--- src/rtl/tm_pkg.sv ---
// tm_pkg: shared types and constants for the TM priority-scheduler PIO initiators
package tm_pkg;
    typedef enum logic [1:0] {IDLE, ACCESS, RESP} state_e;
    localparam int NUM_PRI_BANKS = 8;
    localparam logic [31:0] TIMEOUT_RDATA = 32'hDEAD_BEEF;
endpackage

--- src/rtl/tm_sch_pri_pio_ctrl_if.sv ---
// tm_sch_pri_pio_ctrl_if: host-side single-request PIO handshake
interface tm_sch_pri_pio_ctrl_if #(parameter int PIO_NBITS = 32);
    logic                 host_req;
    logic                 host_wr;
    logic [PIO_NBITS-1:0] host_addr;
    logic [PIO_NBITS-1:0] host_wdata;
    logic                 host_busy;
    logic                 host_ack;
    logic                 host_err;
    logic [PIO_NBITS-1:0] host_rdata;
    modport master (output host_req, host_wr, host_addr, host_wdata,
                    input  host_busy, host_ack, host_err, host_rdata);
    modport slave  (input  host_req, host_wr, host_addr, host_wdata,
                    output host_busy, host_ack, host_err, host_rdata);
endinterface

--- src/rtl/tm_pio_timeout_cnt.sv ---
// tm_pio_timeout_cnt: access watchdog; expire is high in the TIMEOUT-th enabled cycle after clear
module tm_pio_timeout_cnt #(
    parameter int NBITS   = 8,
    parameter int TIMEOUT = 255
) (
    input  logic clk,
    input  logic rstn,
    input  logic clr,
    input  logic en,
    output logic expire
);
    logic [NBITS-1:0] cnt;
    always_ff @(posedge clk or negedge rstn) begin
        if (!rstn) cnt <= '0;
        else if (clr) cnt <= '0;
        else if (en) cnt <= cnt + 1'b1;
    end
    assign expire = en && (cnt == NBITS'(TIMEOUT - 1));
endmodule

--- src/rtl/tm_sch_pri_pio_ctrl.sv ---
// tm_sch_pri_pio_ctrl: PIO initiator for the eight priority-scheduler control memory banks
module tm_sch_pri_pio_ctrl
    import tm_pkg::*;
#(
    parameter int                   PIO_NBITS     = 32,
    parameter int                   DEPTH_NBITS   = 6,
    parameter logic [PIO_NBITS-1:0] BASE_ADDR     = 32'h0001_0000,
    parameter int                   TIMEOUT_NBITS = 8,
    parameter int                   TIMEOUT       = 255
) (
    input  logic                     clk,
    input  logic                     rstn,
    tm_sch_pri_pio_ctrl_if.slave     host,
    output logic [PIO_NBITS-1:0]     reg_addr,
    output logic [PIO_NBITS-1:0]     reg_din,
    output logic                     reg_rd,
    output logic                     reg_wr,
    output logic [NUM_PRI_BANKS-1:0] reg_ms_pri_sch_ctrl,
    input  logic [NUM_PRI_BANKS-1:0] pri_sch_ctrl_mem_ack,
    input  logic [PIO_NBITS-1:0]     pri_sch_ctrl_mem_rdata0,
    input  logic [PIO_NBITS-1:0]     pri_sch_ctrl_mem_rdata1,
    input  logic [PIO_NBITS-1:0]     pri_sch_ctrl_mem_rdata2,
    input  logic [PIO_NBITS-1:0]     pri_sch_ctrl_mem_rdata3,
    input  logic [PIO_NBITS-1:0]     pri_sch_ctrl_mem_rdata4,
    input  logic [PIO_NBITS-1:0]     pri_sch_ctrl_mem_rdata5,
    input  logic [PIO_NBITS-1:0]     pri_sch_ctrl_mem_rdata6,
    input  logic [PIO_NBITS-1:0]     pri_sch_ctrl_mem_rdata7
);
    state_e               state;
    logic [2:0]           bank;
    logic [2:0]           bank_q;
    logic                 hit;
    logic                 expire;
    logic [PIO_NBITS-1:0] mem_rdata [NUM_PRI_BANKS];

    assign mem_rdata[0] = pri_sch_ctrl_mem_rdata0;
    assign mem_rdata[1] = pri_sch_ctrl_mem_rdata1;
    assign mem_rdata[2] = pri_sch_ctrl_mem_rdata2;
    assign mem_rdata[3] = pri_sch_ctrl_mem_rdata3;
    assign mem_rdata[4] = pri_sch_ctrl_mem_rdata4;
    assign mem_rdata[5] = pri_sch_ctrl_mem_rdata5;
    assign mem_rdata[6] = pri_sch_ctrl_mem_rdata6;
    assign mem_rdata[7] = pri_sch_ctrl_mem_rdata7;

    assign bank           = host.host_addr[DEPTH_NBITS+4:DEPTH_NBITS+2];
    assign hit            = host.host_addr[PIO_NBITS-1:DEPTH_NBITS+5] == BASE_ADDR[PIO_NBITS-1:DEPTH_NBITS+5];
    assign host.host_busy = state != IDLE;

    tm_pio_timeout_cnt #(.NBITS(TIMEOUT_NBITS), .TIMEOUT(TIMEOUT)) u_tmo (
        .clk    (clk),
        .rstn   (rstn),
        .clr    (state != ACCESS),
        .en     (state == ACCESS),
        .expire (expire)
    );

    // Bus signals change only on entry/exit of ACCESS so slow clk_div banks see a stable request
    always_ff @(posedge clk or negedge rstn) begin
        if (!rstn) begin
            state               <= IDLE;
            bank_q              <= '0;
            reg_addr            <= '0;
            reg_din             <= '0;
            reg_rd              <= 1'b0;
            reg_wr              <= 1'b0;
            reg_ms_pri_sch_ctrl <= '0;
            host.host_ack       <= 1'b0;
            host.host_err       <= 1'b0;
            host.host_rdata     <= '0;
        end else begin
            case (state)
                IDLE: if (host.host_req) begin
                    if (hit) begin
                        state               <= ACCESS;
                        bank_q              <= bank;
                        reg_addr            <= host.host_addr;
                        reg_din             <= host.host_wdata;
                        reg_rd              <= !host.host_wr;
                        reg_wr              <= host.host_wr;
                        reg_ms_pri_sch_ctrl <= NUM_PRI_BANKS'(1) << bank;
                    end else begin
                        state         <= RESP;
                        host.host_ack <= 1'b1;
                        host.host_err <= 1'b1;
                    end
                end
                ACCESS: if (pri_sch_ctrl_mem_ack[bank_q] || expire) begin
                    state               <= RESP;
                    reg_rd              <= 1'b0;
                    reg_wr              <= 1'b0;
                    reg_ms_pri_sch_ctrl <= '0;
                    host.host_ack       <= 1'b1;
                    host.host_err       <= !pri_sch_ctrl_mem_ack[bank_q];
                    host.host_rdata     <= pri_sch_ctrl_mem_ack[bank_q] ? (reg_rd ? mem_rdata[bank_q] : '0)
                                                                        : PIO_NBITS'(TIMEOUT_RDATA);
                end
                default: begin
                    state         <= IDLE;
                    host.host_ack <= 1'b0;
                    host.host_err <= 1'b0;
                end
            endcase
        end
    end
endmodule

--- src/flat_wrapper.sv ---
// flat-port wrapper written by rule: the top's interface ports become plain ports
module tm_sch_pri_pio_ctrl_flat import tm_pkg::*;
#(
    parameter int                   PIO_NBITS     = 32,
    parameter int                   DEPTH_NBITS   = 6,
    parameter logic [PIO_NBITS-1:0] BASE_ADDR     = 32'h0001_0000,
    parameter int                   TIMEOUT_NBITS = 8,
    parameter int                   TIMEOUT       = 255
)
  (clk, rstn, reg_addr, reg_din, reg_rd, reg_wr, reg_ms_pri_sch_ctrl, pri_sch_ctrl_mem_ack, pri_sch_ctrl_mem_rdata0, pri_sch_ctrl_mem_rdata1, pri_sch_ctrl_mem_rdata2, pri_sch_ctrl_mem_rdata3, pri_sch_ctrl_mem_rdata4, pri_sch_ctrl_mem_rdata5, pri_sch_ctrl_mem_rdata6, pri_sch_ctrl_mem_rdata7, host_host_req, host_host_wr, host_host_addr, host_host_wdata, host_host_busy, host_host_ack, host_host_err, host_host_rdata);
  tm_sch_pri_pio_ctrl_if #(.PIO_NBITS(PIO_NBITS)) host_i ();
  input  logic clk;
  input  logic rstn;
  output logic [PIO_NBITS-1:0] reg_addr;
  output logic [PIO_NBITS-1:0] reg_din;
  output logic reg_rd;
  output logic reg_wr;
  output logic [NUM_PRI_BANKS-1:0] reg_ms_pri_sch_ctrl;
  input  logic [NUM_PRI_BANKS-1:0] pri_sch_ctrl_mem_ack;
  input  logic [PIO_NBITS-1:0] pri_sch_ctrl_mem_rdata0;
  input  logic [PIO_NBITS-1:0] pri_sch_ctrl_mem_rdata1;
  input  logic [PIO_NBITS-1:0] pri_sch_ctrl_mem_rdata2;
  input  logic [PIO_NBITS-1:0] pri_sch_ctrl_mem_rdata3;
  input  logic [PIO_NBITS-1:0] pri_sch_ctrl_mem_rdata4;
  input  logic [PIO_NBITS-1:0] pri_sch_ctrl_mem_rdata5;
  input  logic [PIO_NBITS-1:0] pri_sch_ctrl_mem_rdata6;
  input  logic [PIO_NBITS-1:0] pri_sch_ctrl_mem_rdata7;
  input wire logic [$bits(host_i.host_req)-1:0] host_host_req;
  input wire logic [$bits(host_i.host_wr)-1:0] host_host_wr;
  input wire logic [$bits(host_i.host_addr)-1:0] host_host_addr;
  input wire logic [$bits(host_i.host_wdata)-1:0] host_host_wdata;
  output wire logic [$bits(host_i.host_busy)-1:0] host_host_busy;
  output wire logic [$bits(host_i.host_ack)-1:0] host_host_ack;
  output wire logic [$bits(host_i.host_err)-1:0] host_host_err;
  output wire logic [$bits(host_i.host_rdata)-1:0] host_host_rdata;
  assign host_i.host_req = host_host_req;
  assign host_i.host_wr = host_host_wr;
  assign host_i.host_addr = host_host_addr;
  assign host_i.host_wdata = host_host_wdata;
  assign host_host_busy = host_i.host_busy;
  assign host_host_ack = host_i.host_ack;
  assign host_host_err = host_i.host_err;
  assign host_host_rdata = host_i.host_rdata;
  tm_sch_pri_pio_ctrl #(.PIO_NBITS(PIO_NBITS), .DEPTH_NBITS(DEPTH_NBITS), .BASE_ADDR(BASE_ADDR), .TIMEOUT_NBITS(TIMEOUT_NBITS), .TIMEOUT(TIMEOUT)) u_core (.clk(clk), .rstn(rstn), .host(host_i), .reg_addr(reg_addr), .reg_din(reg_din), .reg_rd(reg_rd), .reg_wr(reg_wr), .reg_ms_pri_sch_ctrl(reg_ms_pri_sch_ctrl), .pri_sch_ctrl_mem_ack(pri_sch_ctrl_mem_ack), .pri_sch_ctrl_mem_rdata0(pri_sch_ctrl_mem_rdata0), .pri_sch_ctrl_mem_rdata1(pri_sch_ctrl_mem_rdata1), .pri_sch_ctrl_mem_rdata2(pri_sch_ctrl_mem_rdata2), .pri_sch_ctrl_mem_rdata3(pri_sch_ctrl_mem_rdata3), .pri_sch_ctrl_mem_rdata4(pri_sch_ctrl_mem_rdata4), .pri_sch_ctrl_mem_rdata5(pri_sch_ctrl_mem_rdata5), .pri_sch_ctrl_mem_rdata6(pri_sch_ctrl_mem_rdata6), .pri_sch_ctrl_mem_rdata7(pri_sch_ctrl_mem_rdata7));
endmodule
--- config.mk ---
export PLATFORM = sky130hd
export DESIGN_NAME = tm_sch_pri_pio_ctrl_flat
export DESIGN_NICKNAME = d
export VERILOG_FILES = /design/src/rtl/tm_pkg.sv /design/src/rtl/tm_sch_pri_pio_ctrl_if.sv /design/src/rtl/tm_pio_timeout_cnt.sv /design/src/rtl/tm_sch_pri_pio_ctrl.sv /design/src/flat_wrapper.sv
export SDC_FILE = /design/constraint.sdc
export NUM_CORES = 1
export LEC_CHECK = 0
export CORE_AREA = 2 2 169 171
export CTS_CLUSTER_DIAMETER = 40
export CTS_CLUSTER_SIZE = 40
export DETAILED_ROUTE_END_ITERATION = 12
export DIE_AREA = 0 0 171 173
export SYNTH_ARGS = -nofsm -noshare
export SYNTH_HDL_FRONTEND = slang
export SYNTH_HIERARCHICAL = 1
export SYNTH_SLANG_ARGS = --single-unit
--- constraint.sdc ---
create_clock -name clk -period 2.51 [get_ports clk]
set_clock_uncertainty 0.1 [all_clocks]
set_input_delay 0.6275 -clock clk [delete_from_list [all_inputs] [get_ports clk]]
set_output_delay 0.6275 -clock clk [all_outputs]
set_load 0.05 [all_outputs]
==> summary.txt, run 1 <==
Run status
  • Status: finished clean

Final layout
  • Multi-input gate area: 3340 µm²
  • Layout cells sized above 1: 23.2%
  • Filler cell count: 2673
  • Register area: 2960 µm²
  • Final Util: 44.2%
  • Fin nets: 1252
  • Ant diodes: 0
  • Non-Filler Instances: 1309
  • Area growth syn-to-layout: 87.0%

Floorplanning
  • Core footprint: 27600 µm²
  • Boundary Pins: 441
  • Die W: 171 µm
  • Die Y: 173 µm
  • Die Area: 29600 µm²
  • Rows: 61
  • Initial Util: 23.6%

Synthesis
  • Top-count cell post-synth: dfrtp_1
  • Synth cell types: 47
  • Synth area leader: dfrtp_1
  • FFs w/ async S/R, synth: 100%
  • Ranking of synthesized cells by area: dfrtp_1 45%, mux4_2 22%, mux2_2 8.8%
  • Seq/Total Area, Yosys: 45.2%
  • Synth warn: 6
  • FF+latch count, synth: 118
  • Main synth FF type: dfrtp_1
  • Synth Instances: 461
  • Avg Inst Size Synth: 14.2 µm²
  • Mapped Area: 6530 µm²
  • Share of the synthesized area in the top cell type: 45.2%
  • Commonest cells post-synth: 118 x dfrtp_1, 64 x mux4_2, 51 x mux2_2, 24 x a22oi_1, 24 x a2bb2oi_1
  • EDFF count, synth: 0
  • Post-synth net total: 795

Power and ir drop
  • Pwr/cell area: 441 nW/µm²
  • Lkg Pwr: 0.00485 µW
  • VDD IR-drop max: 398 µV
  • Power consumption: 5390 µW

Timing
  • Max-slew headroom: 59.8%
  • Fmax: 415 MHz
  • Final Setup Violations: 0
  • Final slew viol count: 0
  • Min Clock Period, post-route: 2.41 ns
  • Slew @ Worst Pin: 0.601 ns
  • Fin. Hold Viols: 0
  • RSZ-0062 raised after global routing: false
  • Tcrit/Tclk final: 96.0%

Clocking
  • CTS Buf Count: 17
  • Post-cts hold buffer count: 0
  • Clk sinks: 118
  • Clock transition at path regs: 0.07 ns
  • H-tree levels: 4
  • Clock root buffer: clkbuf_16
  • Clock Path Buffers: 2
  • Worst-Skew Late Latency: 0.41 ns
  • CTS tree: done

Place
  • Port Buffers: 440
  • Routability cong.: 0.805
  • Dpl cells: 1277
  • Post-DP HPWL: 21500 µm

Setup path
  • Worst Path Max Fanout: 20
  • Worst EP arrival: 2.60 ns
  • FF-to-FF End: u_core/host.host_rdata[28]
  • CP startpoint kind: input port
  • Worst R2R Path Depth: 7
  • Critical Path RT: 2.70 ns
  • Worst Setup End Kind: register
  • Setup CP Type: in -> reg
  • Worst r2r src: u_core/reg_addr[8]
  • R2R Setup Slk: 0.29 ns

Detailed routing
  • Final WL: 26900 µm
  • 1st-iter DRT viols: 240
  • # DRC: 0
  • Routed vias/inst: 4.59
  • Via count: 6002
  • 1st-pass router iterations: 5
  • DR WL/cell: 20.6 µm
  • Final antenna-violating net count: 0

Run
  • Max-Cap Viols: 0

GRT
  • First-pass GRT wire length: 39500 µm
  • Initial antenna violation count: 2
  • Vias in the first global route: 6435
  • Gr usage total: 17.8%
  • Global route overflow: 0
  • Largest net degree at the start of global routing: 36

Worst hold path
  • Hold WC Path Type: in -> async
stage by stage:
step / hold WS, ns / setup TNS (ns) / worst slack, ns / area, µm²
floorplan: 0.232 / 0 / 0.114 / 6530
global placement: 0.353 / -18.84 / -0.299 / 11600
detailed placement: 0.354 / -19.53 / -0.314 / 11600
CTS: 0.0351 / 0 / 0.0572 / 12200
global route: 0.0530 / 0 / 0.0293 / 12200
finish: 0.0372 / 0 / 0.101 / 12200
state kept, by name, indices dropped and copies added (netlist names):
register,cells
u_core/u_tmo/cnt,8
u_core/host.host_err,1
u_core/reg_rd,1
u_core/reg_addr,32
u_core/reg_ms_pri_sch_ctrl,8
u_core/reg_wr,1
u_core/host.host_rdata,32
u_core/host.host_ack,1
u_core/reg_din,32
u_core/state,2
layer usage:
| layer | share of wire (%) | global-route usage, % | vias to the layer above |
|---|---|---|---|
| li1 | - | - | 2737 |
| met1 | 39 | 21.0 | 2963 |
| met2 | 50 | 31.2 | 279 |
| met3 | 9.1 | 5.70 | 19 |
| met4 | 1.0 | 4.27 | 4 |
| met5 | 0.085 | 0 | - |
layout by cell type (no fill, tap or decap), types with 3 or more instances in the layout:
master / count
mux2i_1: 6
mux2_2: 51
nand3b_1: 4
xor2_1: 3
a22oi_1: 24
clkdlybuf4s50_1: 432
or3_1: 3
inv_1: 6
nor2b_1: 21
a211oi_2: 6
nand3_1: 4
a2bb2oi_1: 24
nand2_1: 7
nand4_1: 6
buf_12: 12
nor2_1: 20
buf_4: 38
mux4_2: 64
clkbuf_16: 17
a32o_1: 8
a21oi_1: 3
dfrtp_1: 116
inv_8: 5
o21ai_0: 6
inv_6: 6
power by group:
group | internal [µW] | switching [µW]
Sequential | 1920 | 45.5
Combinational | 643 | 379
Clock | 1320 | 1080
Total | 3890 | 1500
critical path: stages:
cell and delay (ns):
clkdlybuf4s50_1 0.41, nor4_1 0.28, buf_4 0.16, nand4_1 0.17
nor4_4 0.24, buf_12 0.19, buf_12 0.17, mux2_2 0.34
how the worst max path moves through the flow:
stage                  startpoint                         end  slack [ns]
2_1_floorplan  u_core/reg_addr[9]  u_core/host.host_rdata[14]        0.11
3_3_place_gp   host_host_addr[23]           u_core/reg_din[3]       -0.30
3_5_place_dp   host_host_addr[11]          u_core/reg_din[11]       -0.31
4_1_cts        u_core/reg_addr[8]                 reg_addr[8]        0.06
5_1_grt        host_host_addr[11]           u_core/reg_din[7]        0.03
6_report       host_host_addr[23]           u_core/reg_din[0]        0.10
logic make-up after synthesis:
kind of cell	count (synthesis)	synth area share (%)
compound gates	83	10.4
xor+xnor	4	0.536
fa+ha+maj	2	0.383
buf+inv	50	4.14
flops	118	45.2
mux	121	31.8
simple gates	83	7.57
layout make-up:
| type | count | area share (%) |
|---|---|---|
| clock buffer | 17 | 3.48 |
| clock inverter | 15 | 1.22 |
| inverter | 6 | 0.184 |
| multi-input combinational | 293 | 27.3 |
| sequential | 118 | 24.2 |
| tap | 378 | 3.87 |
| timing repair buffer | 482 | 39.7 |
timing repair:
action,CTS,global route
hold endpoints to repair,0,0
endpoints found under the setup margin,0,42
resized for setup,0,1
buffers inserted,0,0
No activity file was read; power rests on OpenSTA's default activity.
==> inputs of run 2 (changes only) <==
Settings changed: SKIP_LAST_GASP from default to 1.
==> results of run 2 <==
Same layout as run 1: the final DEF is identical, and so are final timing and power.
